[src/rtl/vga_pkg.sv]
// Shared constants for the VGA pattern generator: pattern mode encodings and
// default 800x600@60 timing. Optional build macro: VGA_SCROLL_EN (see vga_pattern_gen).
package vga_pkg;

    localparam logic [1:0] MODE_BORDER  = 2'd0;
    localparam logic [1:0] MODE_BARS    = 2'd1;
    localparam logic [1:0] MODE_CHECKER = 2'd2;
    localparam logic [1:0] MODE_SOLID   = 2'd3;

    localparam int DEF_H_ACTIVE = 800;
    localparam int DEF_H_FP     = 40;
    localparam int DEF_H_SYNC   = 128;
    localparam int DEF_H_BP     = 88;
    localparam int DEF_V_ACTIVE = 600;
    localparam int DEF_V_FP     = 1;
    localparam int DEF_V_SYNC   = 4;
    localparam int DEF_V_BP     = 23;
    localparam int DEF_CNT_W    = 11;

endpackage

[src/rtl/vga_timing_core.sv]
// Stage-0 raster timing: pixel/line counters plus blank, internal (active-high)
// sync and frame_start, all registered from the same next-state so they agree.
module vga_timing_core
    import vga_pkg::*;
#(
    parameter int H_ACTIVE = DEF_H_ACTIVE,
    parameter int H_FP     = DEF_H_FP,
    parameter int H_SYNC   = DEF_H_SYNC,
    parameter int H_BP     = DEF_H_BP,
    parameter int V_ACTIVE = DEF_V_ACTIVE,
    parameter int V_FP     = DEF_V_FP,
    parameter int V_SYNC   = DEF_V_SYNC,
    parameter int V_BP     = DEF_V_BP,
    parameter int CNT_W    = DEF_CNT_W
) (
    input  logic             pclk_i,
    input  logic             rst_i,
    output logic [CNT_W-1:0] hcount_o,
    output logic [CNT_W-1:0] vcount_o,
    output logic             hblnk_o,
    output logic             vblnk_o,
    output logic             hsync_o,
    output logic             vsync_o,
    output logic             frame_start_o,
    output logic             frame_end_o
);

    localparam int H_TOTAL = H_ACTIVE + H_FP + H_SYNC + H_BP;
    localparam int V_TOTAL = V_ACTIVE + V_FP + V_SYNC + V_BP;

    localparam logic [CNT_W-1:0] H_LAST_C   = CNT_W'(H_TOTAL - 1);
    localparam logic [CNT_W-1:0] V_LAST_C   = CNT_W'(V_TOTAL - 1);
    localparam logic [CNT_W-1:0] H_ACT_C    = CNT_W'(H_ACTIVE);
    localparam logic [CNT_W-1:0] V_ACT_C    = CNT_W'(V_ACTIVE);
    localparam logic [CNT_W-1:0] HS_FIRST_C = CNT_W'(H_ACTIVE + H_FP);
    localparam logic [CNT_W-1:0] HS_LAST_C  = CNT_W'(H_ACTIVE + H_FP + H_SYNC - 1);
    localparam logic [CNT_W-1:0] VS_FIRST_C = CNT_W'(V_ACTIVE + V_FP);
    localparam logic [CNT_W-1:0] VS_LAST_C  = CNT_W'(V_ACTIVE + V_FP + V_SYNC - 1);

    logic             run_q;
    logic [CNT_W-1:0] hcount_q, hcount_d;
    logic [CNT_W-1:0] vcount_q, vcount_d;
    logic             hblnk_q, hblnk_d;
    logic             vblnk_q, vblnk_d;
    logic             hsync_q, hsync_d;
    logic             vsync_q, vsync_d;
    logic             fstart_q, fstart_d;

    // Next raster position; the first cycle after reset holds (0,0) so frame_start fires there
    always_comb begin
        hcount_d = hcount_q;
        vcount_d = vcount_q;
        if (!run_q) begin
            hcount_d = '0;
            vcount_d = '0;
        end else if (hcount_q == H_LAST_C) begin
            hcount_d = '0;
            if (vcount_q == V_LAST_C) begin
                vcount_d = '0;
            end else begin
                vcount_d = vcount_q + CNT_W'(1);
            end
        end else begin
            hcount_d = hcount_q + CNT_W'(1);
        end
    end

    // Decode flags from the next position so they register alongside the counters
    always_comb begin
        hblnk_d  = (hcount_d >= H_ACT_C);
        vblnk_d  = (vcount_d >= V_ACT_C);
        hsync_d  = (hcount_d >= HS_FIRST_C) && (hcount_d <= HS_LAST_C);
        vsync_d  = (vcount_d >= VS_FIRST_C) && (vcount_d <= VS_LAST_C);
        fstart_d = (hcount_d == '0) && (vcount_d == '0);
    end

    // Stage-0 registers
    always_ff @(posedge pclk_i or posedge rst_i) begin
        if (rst_i) begin
            run_q    <= 1'b0;
            hcount_q <= '0;
            vcount_q <= '0;
            hblnk_q  <= 1'b0;
            vblnk_q  <= 1'b0;
            hsync_q  <= 1'b0;
            vsync_q  <= 1'b0;
            fstart_q <= 1'b0;
        end else begin
            run_q    <= 1'b1;
            hcount_q <= hcount_d;
            vcount_q <= vcount_d;
            hblnk_q  <= hblnk_d;
            vblnk_q  <= vblnk_d;
            hsync_q  <= hsync_d;
            vsync_q  <= vsync_d;
            fstart_q <= fstart_d;
        end
    end

    assign hcount_o      = hcount_q;
    assign vcount_o      = vcount_q;
    assign hblnk_o       = hblnk_q;
    assign vblnk_o       = vblnk_q;
    assign hsync_o       = hsync_q;
    assign vsync_o       = vsync_q;
    assign frame_start_o = fstart_q;
    assign frame_end_o   = run_q && (hcount_q == H_LAST_C) && (vcount_q == V_LAST_C);

endmodule

[src/rtl/vga_pattern_gen.sv]
// VGA timing plus four selectable test patterns on registered, pixel-aligned RGB/sync.
// Build macro VGA_SCROLL_EN: bars and checker scroll left one pixel per frame.
module vga_pattern_gen
    import vga_pkg::*;
#(
    parameter int H_ACTIVE   = DEF_H_ACTIVE,
    parameter int H_FP       = DEF_H_FP,
    parameter int H_SYNC     = DEF_H_SYNC,
    parameter int H_BP       = DEF_H_BP,
    parameter int V_ACTIVE   = DEF_V_ACTIVE,
    parameter int V_FP       = DEF_V_FP,
    parameter int V_SYNC     = DEF_V_SYNC,
    parameter int V_BP       = DEF_V_BP,
    parameter int H_SYNC_POL = 1,
    parameter int V_SYNC_POL = 1,
    parameter int CNT_W      = DEF_CNT_W,
    parameter int COLOR_W    = 4,
    parameter int CHK_LOG2   = 5
) (
    input  logic               pclk,
    input  logic               rst,
    input  logic [1:0]         mode,
    output logic [CNT_W-1:0]   hcount,
    output logic [CNT_W-1:0]   vcount,
    output logic               hblnk,
    output logic               vblnk,
    output logic               frame_start,
    output logic               hs,
    output logic               vs,
    output logic [COLOR_W-1:0] r,
    output logic [COLOR_W-1:0] g,
    output logic [COLOR_W-1:0] b
);

    localparam logic HS_ACT_C = 1'(H_SYNC_POL);
    localparam logic VS_ACT_C = 1'(V_SYNC_POL);

    localparam logic [CNT_W-1:0] H_END_C = CNT_W'(H_ACTIVE - 1);
    localparam logic [CNT_W-1:0] V_END_C = CNT_W'(V_ACTIVE - 1);
    localparam logic [CNT_W-1:0] BAR1_C  = CNT_W'((1 * H_ACTIVE) / 8);
    localparam logic [CNT_W-1:0] BAR2_C  = CNT_W'((2 * H_ACTIVE) / 8);
    localparam logic [CNT_W-1:0] BAR3_C  = CNT_W'((3 * H_ACTIVE) / 8);
    localparam logic [CNT_W-1:0] BAR4_C  = CNT_W'((4 * H_ACTIVE) / 8);
    localparam logic [CNT_W-1:0] BAR5_C  = CNT_W'((5 * H_ACTIVE) / 8);
    localparam logic [CNT_W-1:0] BAR6_C  = CNT_W'((6 * H_ACTIVE) / 8);
    localparam logic [CNT_W-1:0] BAR7_C  = CNT_W'((7 * H_ACTIVE) / 8);

    localparam logic [COLOR_W-1:0] GRAY_C = {1'b1, {(COLOR_W-1){1'b0}}};

    logic [CNT_W-1:0] hcount_s, vcount_s, x_s;
    logic             hblnk_s, vblnk_s, hsync_s, vsync_s, fstart_s, fend_s;
    logic [1:0]       mode_q, mode_d;
    logic [2:0]       col_s;
    logic             gray_s;
    logic             hs_q, hs_d, vs_q, vs_d;
    logic [COLOR_W-1:0] r_q, r_d, g_q, g_d, b_q, b_d;

    vga_timing_core #(
        .H_ACTIVE (H_ACTIVE), .H_FP (H_FP), .H_SYNC (H_SYNC), .H_BP (H_BP),
        .V_ACTIVE (V_ACTIVE), .V_FP (V_FP), .V_SYNC (V_SYNC), .V_BP (V_BP),
        .CNT_W    (CNT_W)
    ) u_timing (
        .pclk_i        (pclk),
        .rst_i         (rst),
        .hcount_o      (hcount_s),
        .vcount_o      (vcount_s),
        .hblnk_o       (hblnk_s),
        .vblnk_o       (vblnk_s),
        .hsync_o       (hsync_s),
        .vsync_o       (vsync_s),
        .frame_start_o (fstart_s),
        .frame_end_o   (fend_s)
    );

`ifdef VGA_SCROLL_EN
    localparam logic [CNT_W:0] H_ACT_W_C = (CNT_W+1)'(H_ACTIVE);

    logic [CNT_W-1:0] scroll_q, scroll_d;
    logic [CNT_W:0]   xsum_s;

    // Offset advances on the last pixel of a frame so each frame uses one value
    always_comb begin
        scroll_d = scroll_q;
        if (fend_s) begin
            if (scroll_q == H_END_C) begin
                scroll_d = '0;
            end else begin
                scroll_d = scroll_q + CNT_W'(1);
            end
        end else begin
            scroll_d = scroll_q;
        end
    end

    // Scroll offset register
    always_ff @(posedge pclk or posedge rst) begin
        if (rst) begin
            scroll_q <= '0;
        end else begin
            scroll_q <= scroll_d;
        end
    end

    // Wrapped scrolled column (single conditional subtract, no divider)
    always_comb begin
        xsum_s = {1'b0, hcount_s} + {1'b0, scroll_q};
        if (xsum_s >= H_ACT_W_C) begin
            x_s = CNT_W'(xsum_s - H_ACT_W_C);
        end else begin
            x_s = xsum_s[CNT_W-1:0];
        end
    end
`else
    assign x_s = hcount_s;
`endif

    // Pattern selection is only allowed to change at the frame boundary
    always_comb begin
        if (fend_s) begin
            mode_d = mode;
        end else begin
            mode_d = mode_q;
        end
    end

    // Pixel colour as on/off flags {r,g,b} plus a gray override
    always_comb begin
        col_s  = 3'b000;
        gray_s = 1'b0;
        if (hblnk_s || vblnk_s) begin
            col_s = 3'b000;
        end else begin
            case (mode_q)
                MODE_BORDER: begin
                    if (vcount_s == '0)           col_s = 3'b110;
                    else if (vcount_s == V_END_C) col_s = 3'b100;
                    else if (hcount_s == '0)      col_s = 3'b010;
                    else if (hcount_s == H_END_C) col_s = 3'b001;
                    else                          gray_s = 1'b1;
                end
                MODE_BARS: begin
                    if (x_s < BAR1_C)      col_s = 3'b111;
                    else if (x_s < BAR2_C) col_s = 3'b110;
                    else if (x_s < BAR3_C) col_s = 3'b011;
                    else if (x_s < BAR4_C) col_s = 3'b010;
                    else if (x_s < BAR5_C) col_s = 3'b101;
                    else if (x_s < BAR6_C) col_s = 3'b100;
                    else if (x_s < BAR7_C) col_s = 3'b001;
                    else                   col_s = 3'b000;
                end
                MODE_CHECKER: col_s = {3{x_s[CHK_LOG2] ^ vcount_s[CHK_LOG2]}};
                MODE_SOLID:   col_s = 3'b111;
                default:      col_s = 3'b000;
            endcase
        end
    end

    // Stage-1 next values: colour expansion and sync polarity
    always_comb begin
        if (gray_s) begin
            r_d = GRAY_C;
            g_d = GRAY_C;
            b_d = GRAY_C;
        end else begin
            r_d = {COLOR_W{col_s[2]}};
            g_d = {COLOR_W{col_s[1]}};
            b_d = {COLOR_W{col_s[0]}};
        end
        hs_d = hsync_s ? HS_ACT_C : ~HS_ACT_C;
        vs_d = vsync_s ? VS_ACT_C : ~VS_ACT_C;
    end

    // Mode latch and stage-1 output registers
    always_ff @(posedge pclk or posedge rst) begin
        if (rst) begin
            mode_q <= MODE_BORDER;
            hs_q   <= ~HS_ACT_C;
            vs_q   <= ~VS_ACT_C;
            r_q    <= '0;
            g_q    <= '0;
            b_q    <= '0;
        end else begin
            mode_q <= mode_d;
            hs_q   <= hs_d;
            vs_q   <= vs_d;
            r_q    <= r_d;
            g_q    <= g_d;
            b_q    <= b_d;
        end
    end

    assign hcount      = hcount_s;
    assign vcount      = vcount_s;
    assign hblnk       = hblnk_s;
    assign vblnk       = vblnk_s;
    assign frame_start = fstart_s;
    assign hs          = hs_q;
    assign vs          = vs_q;
    assign r           = r_q;
    assign g           = g_q;
    assign b           = b_q;

endmodule

[config.mk]
export PLATFORM = sky130hd
export DESIGN_NAME = vga_pattern_gen
export DESIGN_NICKNAME = d
export VERILOG_FILES = /design/src/rtl/vga_pkg.sv /design/src/rtl/vga_timing_core.sv /design/src/rtl/vga_pattern_gen.sv
export SDC_FILE = /design/constraint.sdc
export NUM_CORES = 1
export LEC_CHECK = 0
export BUFFER_PORTS_ARGS = -buffer_cell sky130_fd_sc_hd__buf_2
export CAP_MARGIN = 20
export CORE_MARGIN = 2
export CORE_UTILIZATION = 23
export CTS_CLUSTER_DIAMETER = 60
export DETAILED_ROUTE_END_ITERATION = 10
export PLACE_DENSITY_LB_ADDON = 0.12
export SYNTH_ARGS = -nofsm -noshare
export SYNTH_HDL_FRONTEND = slang
export SYNTH_SLANG_ARGS = --single-unit
[constraint.sdc]
create_clock -name pclk -period 3.4 [get_ports pclk]
set_input_delay 0.34 -clock pclk [delete_from_list [all_inputs] [get_ports pclk]]
set_output_delay 0.34 -clock pclk [all_outputs]
set_load 0.01 [all_outputs]
* After elaboration in Yosys (flattened, before gate mapping)
Index checks and enable logic that the tools add are counted.
Operators by class: $add $sub $neg 2, $lt $le $gt $ge 13, eq/ne operators 7, muxes and demuxes 29, bitwise operators 1, reduce and logical (&&, ||, !) cells 11
Operator list (count):
- $mux W11 | 5
- $ge A11 B10 Y1 const B | 4
- $logic_not A11 Y1 | 4
- $eq A11 B10 Y1 const B | 3
- $lt A11 B9 Y1 const B | 3
- $mux W3 | 9
- $add A11 B1 Y11 const B | 2
- $le A11 B10 Y1 const B | 2
- $lt A11 B10 Y1 const B | 2
- $mux W4 | 3
- $pmux W3 S4 | 1
- $eq A11 B11 Y1 const B | 1
- $lt A11 B7 Y1 const B | 1
- $lt A11 B8 Y1 const B | 1
- $mux W1 | 10
- $logic_and A1 B1 Y1 | 5
- $eq A2 B2 Y1 const B | 2
- $eq A2 B1 Y1 const B | 1
- $logic_not A2 Y1 | 1
- $mux W2 | 1
- $logic_or A1 B1 Y1 | 1
- $xor A1 B1 Y1 | 1
Storage, ports and cells: register bits 44, input bits 4, output and inout port bits 39, logic and storage cells 77

* Longest topological paths before layout
Gate-level depths: netlist of the first run.
word-level depth 11, mapped depth 10, depth with buffers taken out 8

* Cells and area by module
A second synthesis of the first run with hierarchy kept.
Unflattened totals: cells, all modules 321, area, all modules 2758.9 sq um
Modules (own cells, without submodules):
- vga_timing_core | times used 1, cells an instance 236, area an instance 2013.2 sq um, sequential area each 700.7 sq um
- vga_pattern_gen | times used 1, cells an instance 85, area an instance 745.7 sq um, sequential area each 250.2 sq um

* Worst setup path after synthesis of the first run
Ideal clock, no wire load.
kind register -> register, start point reg u_timing.hcount_q[0], in the netlist u_timing.hcount_o[0], end point reg u_timing.vblnk_q, in the netlist u_timing.vblnk_o, setup time 126 ps, data arrival time 2095 ps, data required time 3274 ps, path slack 1179 ps, stages on the path, launching flop included 10, path buffers 1, cell sequence dfrtp_1 -> ha_1 -> and4_1 -> buf_4 -> nand3_2 -> or4_4 -> a31oi_1 -> a21oi_1 -> nand4_1 -> o21ai_1
On the way: longest elaborated chain between the ends 4
RTL lines:
- start, declared | RTL line vga_timing_core.sv:41 | logic [CNT_W-1:0] hcount_q, hcount_d;
- start signal, assigned | RTL line vga_timing_core.sv:90 | hcount_q <= hcount_d;
- $eq A11 B11 Y1 | RTL line vga_timing_core.sv:56 | end else if (hcount_q == H_LAST_C) begin
- $mux W11 | RTL line vga_timing_core.sv:56
- $mux W11 | RTL line vga_timing_core.sv:53 | if (!run_q) begin
- $ge A11 B10 Y1 | RTL line vga_timing_core.sv:71 | vblnk_d = (vcount_d >= V_ACT_C);
- net u_timing.vblnk_d | RTL line vga_timing_core.sv:44 | logic vblnk_q, vblnk_d;
- end signal, assigned | RTL line vga_timing_core.sv:93 | vblnk_q <= vblnk_d;
- end, declared | RTL line vga_timing_core.sv:44
The timed path passes the listed nets, and every way through them passes these cells. A chain may end at the register's enable or synchronous reset.

* Worst setup path in the final report of the first run
start point reg u_timing.hcount_q[0], in the netlist u_timing.hcount_o[0], end point reg u_timing.fstart_q, in the netlist u_timing.frame_start_o
On the way: longest elaborated chain between the ends 5
RTL lines:
- $eq A11 B11 Y1 | RTL line vga_timing_core.sv:56
- $mux W11 | RTL line vga_timing_core.sv:56
- $mux W11 | RTL line vga_timing_core.sv:53
- net u_timing.vcount_d[9] | RTL line vga_timing_core.sv:42 | logic [CNT_W-1:0] vcount_q, vcount_d;
- $logic_not A11 Y1 | RTL line vga_timing_core.sv:74 | fstart_d = (hcount_d == '0) && (vcount_d == '0);
- $logic_and A1 B1 Y1 | RTL line vga_timing_core.sv:74
- net u_timing.fstart_d | RTL line vga_timing_core.sv:47 | logic fstart_q, fstart_d;
- end signal, assigned | RTL line vga_timing_core.sv:96 | fstart_q <= fstart_d;
- end, declared | RTL line vga_timing_core.sv:47
The timed path passes the listed nets, and every way through them passes these cells.

==> results of run 1 <==
power by group through the flow:
stage          Combinational (mW)  Clock [mW]  Sequential, mW
3_3_place_gp               0.0512           0           0.469
5_1_grt                    0.0553       0.441           0.461
4_1_cts                    0.0499       0.419           0.461
3_5_place_dp               0.0497           0           0.470
2_1_floorplan              0.0288           0           0.471
6_report                   0.0486       0.402           0.460
registers in the layout, summed over array words and instances (netlist names), 2 cells and up:
register	count
mode_q	2
g	2
r	2
b	2
u_timing.hcount_o	11
u_timing.vcount_o	11
placed cells by master (no fill, tap or decap), drive strengths merged, types with 2 or more instances in the layout:
cell type / Yosys / final
buf: 20 / 50
dfrtp: 38 / 38
nor2: 30 / 30
nand2: 25 / 25
nor3: 13 / 13
inv: 12 / 12
xnor2: 12 / 12
nand4: 11 / 11
a21oi: 11 / 11
nand3: 10 / 10
o21ai: 9 / 9
nor4: 8 / 8
xor2: 6 / 6
a211oi: 6 / 6
nand2b: 5 / 5
clkbuf: 3 / 5
or2: 5 / 5
and3: 4 / 4
o22ai: 4 / 4
ha: 4 / 4
o31a: 3 / 3
o31ai: 3 / 3
and4: 2 / 2
nor2b: 2 / 2
and2: 2 / 2
or3: 2 / 2
a31oi: 2 / 2
o21a: 2 / 2
a211o: 2 / 2
o21bai: 2 / 2
clkinvlp: 0 / 2
or4: 2 / 2
metal layers:
metal | share of wire [%] | track usage (%)
met1 | 46 | 16.85
met3 | 5.7 | 2.371
met5 | 0 | 0
met2 | 46 | 21.16
met4 | 2.2 | 4.917
per-stage QoR:
step           std cells  utilization (%)  worst slack [ns]  hold WS [ns]
6_report             450            27.63            0.6143        0.1524
3_5_place_dp         442            26.53            0.6246        0.3379
5_1_grt              450            27.63            0.3405        0.2117
4_1_cts              450            27.63            0.6085        0.1673
3_3_place_gp         442            26.53            0.6751        0.3358
2_1_floorplan        279                -             1.179        0.3312
worst paths after layout:
path	cells after the start	to	slack, ns	start
worst min register to register	0	vs	0.36	u_timing.vsync_o
max in group asynchronous	3	u_timing.hcount_o[5]	2.88	rst
worst max register to register	7	u_timing.frame_start_o	0.61	u_timing.hcount_o[0]
min in group pclk	3	mode_q[0]	0.26	mode[0]
worst min-delay path	3	u_timing.vcount_o[3]	0.15	rst
worst max-delay path	7	u_timing.frame_start_o	0.61	u_timing.hcount_o[0]
cell type report:
type / instances / area, um2
Multi-Input combinational cell: 205 / 1299
Fill cell: 1092 / 7471
Tap cell: 136 / 170.2
Timing Repair Buffer: 50 / 270.3
Inverter: 13 / 48.80
Sequential cell: 38 / 950.9
Clock buffer: 5 / 68.82
Clock inverter: 3 / 45.04
synthesized netlist by cell type, types with 3 or more instances:
library cell  count  share of area, %
a21oi_1          11               2.3
and3_1            4               1.0
o31a_1            3               1.1
nor4_1            7               1.8
o21ai_0           6               1.2
nand2_1          25               3.8
nor2_1           30               4.6
ha_1              4               2.0
a211oi_1          5               1.5
nand2b_1          5               1.3
xor2_1            6               2.2
nand4_1          11               2.8
inv_1            12               1.8
xnor2_1          12               4.3
buf_4             8               2.5
buf_2             9               1.8
dfrtp_1          38                39
nand3_1           9               1.8
o22ai_1           4               1.0
or2_2             4               1.0
nor3_1           11               2.3
cells by family (layout without fill, tap and decap cells):
| group | count (synthesis) | count (layout) | share of synthesized area [%] |
|---|---|---|---|
| compound gates | 54 | 54 | 15.93 |
| buf+inv | 36 | 71 | 7.889 |
| fa+ha+maj | 4 | 4 | 2.049 |
| simple gates | 126 | 126 | 27.72 |
| mux | 2 | 2 | 0.8709 |
| flops | 38 | 38 | 38.93 |
| other cells | 1 | 1 | 0.1535 |
| xor+xnor | 18 | 18 | 6.455 |
worst register-to-register path: stages (launching register included):
cell and delay (ns):
dfrtp_1 0.42, ha_1 0.30, and4_1 0.41, nand3_2 0.34
o21ai_2 0.54, and2b_1 0.26, nor4_1 0.25, and4_1 0.21
==> impl_metrics.json, run 1 <==
{
  "min_period_ns": 2.786,
  "timing.final.crit_share_pct": 81.93,
  "post_cts_buffers": 0,
  "wl_per_cell_um": 15.83,
  "syn_avg_cell_area_um2": 8.754,
  "core-area_um2": 10320,
  "p_clk_share_pct": 44.1,
  "clk_path_buf_depth": 2,
  "final_cell_area_um2": 2853,
  "hold_class": "in2async",
  "critPathRequiredTime_ns": 3.63,
  "fp.dieW_um": 107.0,
  "end_kind": "flop",
  "grt_max_degree": 39,
  "grt_usage_pct": 12.92,
  "setup_viol": 0,
  "cts_made_buffers": 5,
  "start_util_pct": 23.66,
  "yosys_warnings": 0,
  "wl_um": 7125,
  "slew_viol_final": 0,
  "worstSkewPairLatency_ns": 0.30,
  "grt_pass1_vias": 2082,
  "powerDensity_nw_per_um2": 319.3,
  "pwr-share-seq_pct": 50.5,
  "critPathKind": "reg2reg",
  "cts-root-buf": "clkbuf_8",
  "crit_chain": "ha_1, and4_1, nand3_2, o21ai_2, and2b_1, nor4_1, and4_1",
  "drive_above_1_share_pct": 22.93,
  "io_buffers": 42,
  "cts-htree-levels": 2,
  "vias": 2175,
  "grt_pass1_wl_um": 11360,
  "fmax_ghz": 0.3590,
  "slew_headroom_pct": 56.23,
  "yosys_most_used_dff": "dfrtp_1",
  "synth_nets": 287,
  "crit_fanout": 14,
  "nets": 321,
  "cp_slowest_cell": "o21ai_2",
  "pwr-share-comb_pct": 5.3,
  "finalHoldViolCount": 0,
  "cts.repair.resized": 0,
  "clock_skew_ns": 0.01122,
  "tightest_slew_ns": 0.6505,
  "die-area_um2": 11460,
  "cts_tree": "done",
  "routabilityCongestion": 0.7921,
  "io_pins": 43,
  "postRouteAntennaNets": 0,
  "crit_buf_inv": 0,
  "hold_buffers": 0,
  "num_antenna_cells": 0,
  "antenna_found_initial": 0,
  "drt-initial-drc-count": 74,
  "ir_drop_mv": 0.1593,
  "p_switching_uw": 221.5,
  "synthCells": 279,
  "p_leak_nw": 1.157,
  "swShare_pct": 24.31,
  "post_drt_via_cell_ratio": 4.833,
  "die_y_um": 107.0,
  "area_growth_syn_to_layout_pct": 16.80,
  "maxCapViolCount": 0,
  "arrival_ns": 3.02,
  "fin_setup_tns_ns": 0,
  "drt_first_pass_iters": 4,
  "status": "completed",
  "crit_path_start_kind": "flop",
  "placedInstanceArea_um2": 2739,
  "p_int_uw": 689.4,
  "path_clk_slew_ns": 0.09,
  "grt.overflow.total": 0,
  "syn_area_um2": 2442,
  "ys_seq_elements": 38,
  "synth-edff-count": 0,
  "cpMostUsedCell": "and4_1",
  "core.rowCount": 37,
  "async_reset_ff_share_pct": 100.0,
  "yosysUniqueCellTypes": 63,
  "rsz0062_at_grt": "false",
  "remaining_drc_errors": 0,
  "seq_area_frac_synth_pct": 38.93,
  "cp_top_family": "simple AND/OR/NAND/NOR gates",
  "cpPeakStageDelay_ns": 0.54,
  "dp_hpwl_um": 5222,
  "power_uw": 910.9,
  "cts.sinks": 38
}
(Power assumes the default switching activity.)
==> run 2, diff against run 1 <==
clock period = 2.4 ns   (was 3.4 ns; I/O delays follow)
==> run 2 against run 1 <==
Critical path depth rose by 1. Combinational power rose by 64%. Hold slack got worse by 0.11 ns. Maximum frequency rose by 24%. Global-route usage rose by 0.53 points. Via count rose by 1.6%. Die area did not move. Sequential share of layout area fell by 2.6 points. Critical endpoint is now u_timing.vblnk_o.
==> impl_metrics.json, run 2 (synthesis gave the netlist of run 1 again) <==
{
  "r2r_setup_slack_ns": 0.16,
  "min_period_ns": 2.240,
  "routabilityCongestion": 0.8226,
  "die_y_um": 107.0,
  "area_growth_syn_to_layout_pct": 27.00,
  "status": "completed",
  "timing.final.crit_share_pct": 93.35,
  "critPathRequiredTime_ns": 2.59,
  "grt_pass1_wl_um": 11960,
  "crit_fanout": 5,
  "fin_setup_tns_ns": 0,
  "grt_usage_pct": 13.45,
  "worstSkewPairLatency_ns": 0.30,
  "grt_pass1_vias": 2191,
  "maxCapViolCount": 0,
  "drive_above_1_share_pct": 30.00,
  "dp_hpwl_um": 5496,
  "drt-initial-drc-count": 114,
  "io_buffers": 42,
  "place_ws_ns": 0.1043,
  "p_leak_nw": 1.307,
  "grt.overflow.total": 0,
  "crit_path_start_kind": "flop",
  "vias": 2210,
  "clk_path_buf_depth": 2,
  "rsz0062_at_grt": "false",
  "postRouteAntennaNets": 0,
  "r2r_cells": 8,
  "groute.layer.met1.usage_pct": 18.52,
  "ir_drop_mv": 0.2017,
  "setup_viol": 0,
  "cts-htree-levels": 2,
  "swShare_pct": 22.84,
  "busiest_layer": "met2",
  "nets": 347,
  "cts_tree": "done",
  "cts_made_buffers": 5,
  "final_cell_mix": "buf_2 (42), dfrtp_1 (37), buf_4 (34)",
  "cpPeakStageDelay_ns": 0.50,
  "wl_um": 7302,
  "placedInstanceArea_um2": 2919,
  "p_switching_uw": 323.3,
  "hold_buffers": 0,
  "cts-root-buf": "clkbuf_8",
  "post_drt_via_cell_ratio": 4.643,
  "p_clk_share_pct": 48.3,
  "powerDensity_nw_per_um2": 456.4,
  "remaining_drc_errors": 0,
  "mostFrequentLayoutCell": "buf_2",
  "num_antenna_cells": 0,
  "critPathKind": "reg2reg",
  "finalHoldViolCount": 0,
  "io_pins": 43,
  "hold_class": "in2async",
  "fp.dieW_um": 107.0,
  "cp_slowest_cell": "or4_4",
  "grt_max_degree": 39,
  "core-area_um2": 10320,
  "wl_per_cell_um": 15.34,
  "fmax_ghz": 0.4463,
  "slew_viol_final": 0,
  "pwr-share-seq_pct": 46.1,
  "r2r-start": "u_timing.vcount_o[1]",
  "crit_chain": "ha_1, nand2_1, or2_2, or4_4, a31oi_1, a21oi_1, nand4_1, o21ai_1",
  "r2r-end": "u_timing.vblnk_o",
  "die-area_um2": 11460,
  "met3_usage_pct": 2.249,
  "core.rowCount": 37,
  "antenna_found_initial": 0,
  "worst_slack_ns": 0.1595,
  "start_util_pct": 23.66,
  "use_met2_pct": 21.38,
  "cts.sinks": 38,
  "end_kind": "flop",
  "pwr-share-comb_pct": 5.6,
  "path_clk_slew_ns": 0.09,
  "drt_first_pass_iters": 4,
  "p_int_mw": 1.092,
  "arrival_ns": 2.43,
  "power_mw": 1.416,
  "clock_skew_ns": 0.007316,
  "final_cell_area_um2": 3102
}
## run 2: how the worst max path moves through the flow
stage                         startpoint          endpoint  slack, ns  cells after the start
floorplan           u_timing.hcount_o[0]  u_timing.vblnk_o       0.18                      9
global placement    u_timing.vcount_o[1]  u_timing.vblnk_o       0.11                      8
detailed placement  u_timing.vcount_o[1]  u_timing.vblnk_o       0.10                      8
CTS                 u_timing.hcount_o[1]  u_timing.vsync_o       0.07                      9
global route        u_timing.vcount_o[1]  u_timing.vblnk_o      0.005                      8
finish              u_timing.vcount_o[1]  u_timing.vblnk_o       0.16                      8
## run 2: power by group through the flow
| stage | clock (mW) | sequential, mW | combinational [mW] |
|---|---|---|---|
| after floorplan | 0 | 0.667 | 0.0408 |
| after CTS | 0.707 | 0.652 | 0.0820 |
| after global routing | 0.729 | 0.653 | 0.0917 |
| after detailed placement | 0 | 0.664 | 0.0816 |
| final | 0.684 | 0.652 | 0.0799 |
| after global placement | 0 | 0.664 | 0.0827 |
## run 2: timing repair
action	CTS	global route
setup endpoints to repair	0	4
buffers inserted	0	2
gates resized for setup	0	7
## run 2: final cells by class
type | count | area, um2
clock inverters | 3 | 68.82
inverters | 13 | 48.80
repair buffers | 76 | 465.4
clock buffers | 5 | 68.82
flip-flops and latches | 38 | 952.2
well taps | 136 | 170.2
multi-input cells | 205 | 1328
fillers | 1122 | 7222
## run 2: layer usage
layer	vias to the layer above	part of all wire, %
li1	1098	-
met1	1054	49
met2	50	46
met3	8	3.8
met4	0	1.5
met5	-	0
## run 2: stage by stage
stage / instances / util (%) / hold slack, ns
after global placement: 466 / 28.28 / 0.3322
after floorplan: 279 / - / 0.3312
after CTS: 474 / 29.61 / 0.06927
after detailed placement: 466 / 28.28 / 0.3356
after global routing: 476 / 30.04 / 0.09445
final: 476 / 30.04 / 0.03965
## run 2: worst max-delay path, delay by kind of cell (launching register included)
kind / cells / cell delay, ns
AOI/OAI and AO/OA: 3 / 0.34
adders and majority gates: 1 / 0.22
DFF: 1 / 0.42
and+or+nand+nor: 4 / 1.16
==> run 3, diff against run 2 <==
PLACE_DENSITY = 0.48   (was unset)
PLACE_DENSITY_LB_ADDON = unset   (was 0.12)
==> run 3 against run 2 <==
Clock skew is 0.0018 ns lower. Highest routed layer unchanged. Total power down 8.5%. Maximum frequency down 0.21%. Die area is the same. Sequential share of layout area grew 0.31 points. Largest power group is now sequential cells.
==> impl_metrics.json, run 3 (synthesis gave the netlist of run 1 again) <==
{
  "drt_first_pass_iters": 4,
  "busiest_layer": "met2",
  "end_kind": "flop",
  "critPathRequiredTime_ns": 2.58,
  "min_period_ns": 2.245,
  "drt-initial-drc-count": 125,
  "cts-root-buf": "clkbuf_8",
  "setup_viol": 0,
  "met3_usage_pct": 2.249,
  "grt_pass1_vias": 2260,
  "grt_usage_pct": 13.08,
  "area_growth_syn_to_layout_pct": 25.72,
  "arrival_ns": 2.42,
  "groute.layer.met1.usage_pct": 17.85,
  "finalHoldViolCount": 0,
  "fin_cells": 475,
  "core.rowCount": 37,
  "core-area_um2": 10320,
  "rsz0062_at_grt": "false",
  "final_cell_mix": "buf_2 (42), dfrtp_1 (37), buf_4 (33)",
  "hold_class": "in2async",
  "fill_cells": 1084,
  "regArea_um2": 952.2,
  "ir_drop_mv": 0.2016,
  "start_util_pct": 23.66,
  "p_leak_nw": 1.282,
  "nets": 346,
  "grt.overflow.total": 0,
  "status": "completed",
  "dp_cells": 466,
  "vias": 2241,
  "fmax_ghz": 0.4454,
  "worstSkewPairLatency_ns": 0.30,
  "hold_buffers": 0,
  "remaining_drc_errors": 0,
  "fin_setup_tns_ns": 0,
  "num_antenna_cells": 0,
  "fp.dieW_um": 107.0,
  "crit_path_start_kind": "flop",
  "slew_headroom_pct": 66.24,
  "io_pins": 43,
  "die-area_um2": 11460,
  "timing.final.crit_share_pct": 93.55,
  "dp_hpwl_um": 5317,
  "io_buffers": 42,
  "clk_path_buf_depth": 2,
  "grt_max_degree": 39,
  "grt_pass1_wl_um": 11910,
  "critPathKind": "reg2reg",
  "p_clk_share_pct": 43.5,
  "post_drt_via_cell_ratio": 4.718,
  "wl_per_cell_um": 14.86,
  "antenna_found_initial": 0,
  "path_clk_slew_ns": 0.09,
  "maxCapViolCount": 0,
  "pwr-share-comb_pct": 6.3,
  "power_mw": 1.295,
  "multi_input_area_um2": 1328,
  "p_switching_uw": 309.5,
  "swShare_pct": 23.91,
  "mostFrequentLayoutCell": "buf_2",
  "drive_above_1_share_pct": 30.38,
  "crit_fanout": 5,
  "cts_made_buffers": 5,
  "pwr-share-seq_pct": 50.2,
  "cts-htree-levels": 2,
  "slew_viol_final": 0,
  "use_met2_pct": 21.07,
  "clock_skew_ns": 0.005486,
  "routabilityCongestion": 0.9178,
  "powerDensity_nw_per_um2": 421.6,
  "die_y_um": 107.0,
  "tightest_slew_ns": 0.5063,
  "cts.sinks": 38,
  "cts_tree": "done",
  "p_int_uw": 985.1,
  "wl_um": 7060,
  "postRouteAntennaNets": 0
}
## run 3: changes by cell type in the layout (fill, tap and decap cells not counted)
cell	change
clkinv_4	-1
clkinvlp_4	+2
ha_2	+1
bufinv_16	-1
nor3_2	+1
ha_1	-1
o21ai_4	-1
o21ai_2	+1
buf_4	-1
nor3_1	-1
## run 3: cell type report
cell class,instances,share of cell area [%]
clock buffers,5,2.241
flip-flops and latches,38,31.01
inverters,13,1.589
well taps,136,5.542
clock inverters,3,1.467
multi-input cells,205,43.24
repair buffers,75,14.91
## run 3: path summary, 6_finish.rpt
check	from	depth (start not counted)	slack [ns]	to
min in group pclk	mode[0]	3	0.16	mode_q[0]
setup / recovery	u_timing.vcount_o[1]	8	0.15	u_timing.vblnk_o
max in group asynchronous	rst	3	1.97	u_timing.vcount_o[1]
hold / removal	rst	3	0.06	mode_q[0]
hold reg to reg	u_timing.hsync_o	0	0.36	hs
setup reg to reg	u_timing.vcount_o[1]	8	0.15	u_timing.vblnk_o
## run 3: repair_timing
item / in CTS / in global routing
setup buffers: 0 / 1
setup endpoints to repair: 0 / 4
gates resized for setup: 0 / 8
## run 3: worst max-delay path: stages, from the launching register on
cell and delay (ns):
dfrtp_2 0.42, ha_2 0.23, nand2_1 0.11, or2_2 0.37
or4_4 0.50, a31oi_1 0.21, a21oi_1 0.07, nand4_1 0.13
o21ai_1 0.08
## run 3: through the flow
| stage | area [um2] | utilization (%) | hold WS, ns | setup slack, ns |
|---|---|---|---|---|
| finish | 3070 | 29.74 | 0.06199 | 0.1549 |
| global route | 3070 | 29.74 | 0.1118 | 0.001835 |
| CTS | 3033 | 29.38 | 0.07523 | 0.09208 |
| detailed placement | 2919 | 28.28 | 0.3386 | 0.1143 |
| global placement | 2919 | 28.28 | 0.3390 | 0.1548 |
| floorplan | 2442 | - | 0.3312 | 0.1788 |
## run 3: per-layer routing
layer,share of wire [%],vias up
li1,-,1106
met1,47,1077
met2,47,52
met3,4.6,6
met4,1.1,0
met5,0,-
## run 3: power by group through the flow
stage / logic (mW) / registers [mW] / clock network [mW]
6_report: 0.0814 / 0.650 / 0.563
5_1_grt: 0.0933 / 0.651 / 0.614
4_1_cts: 0.0838 / 0.650 / 0.586
3_5_place_dp: 0.0831 / 0.663 / 0
3_3_place_gp: 0.0839 / 0.663 / 0
2_1_floorplan: 0.0408 / 0.667 / 0
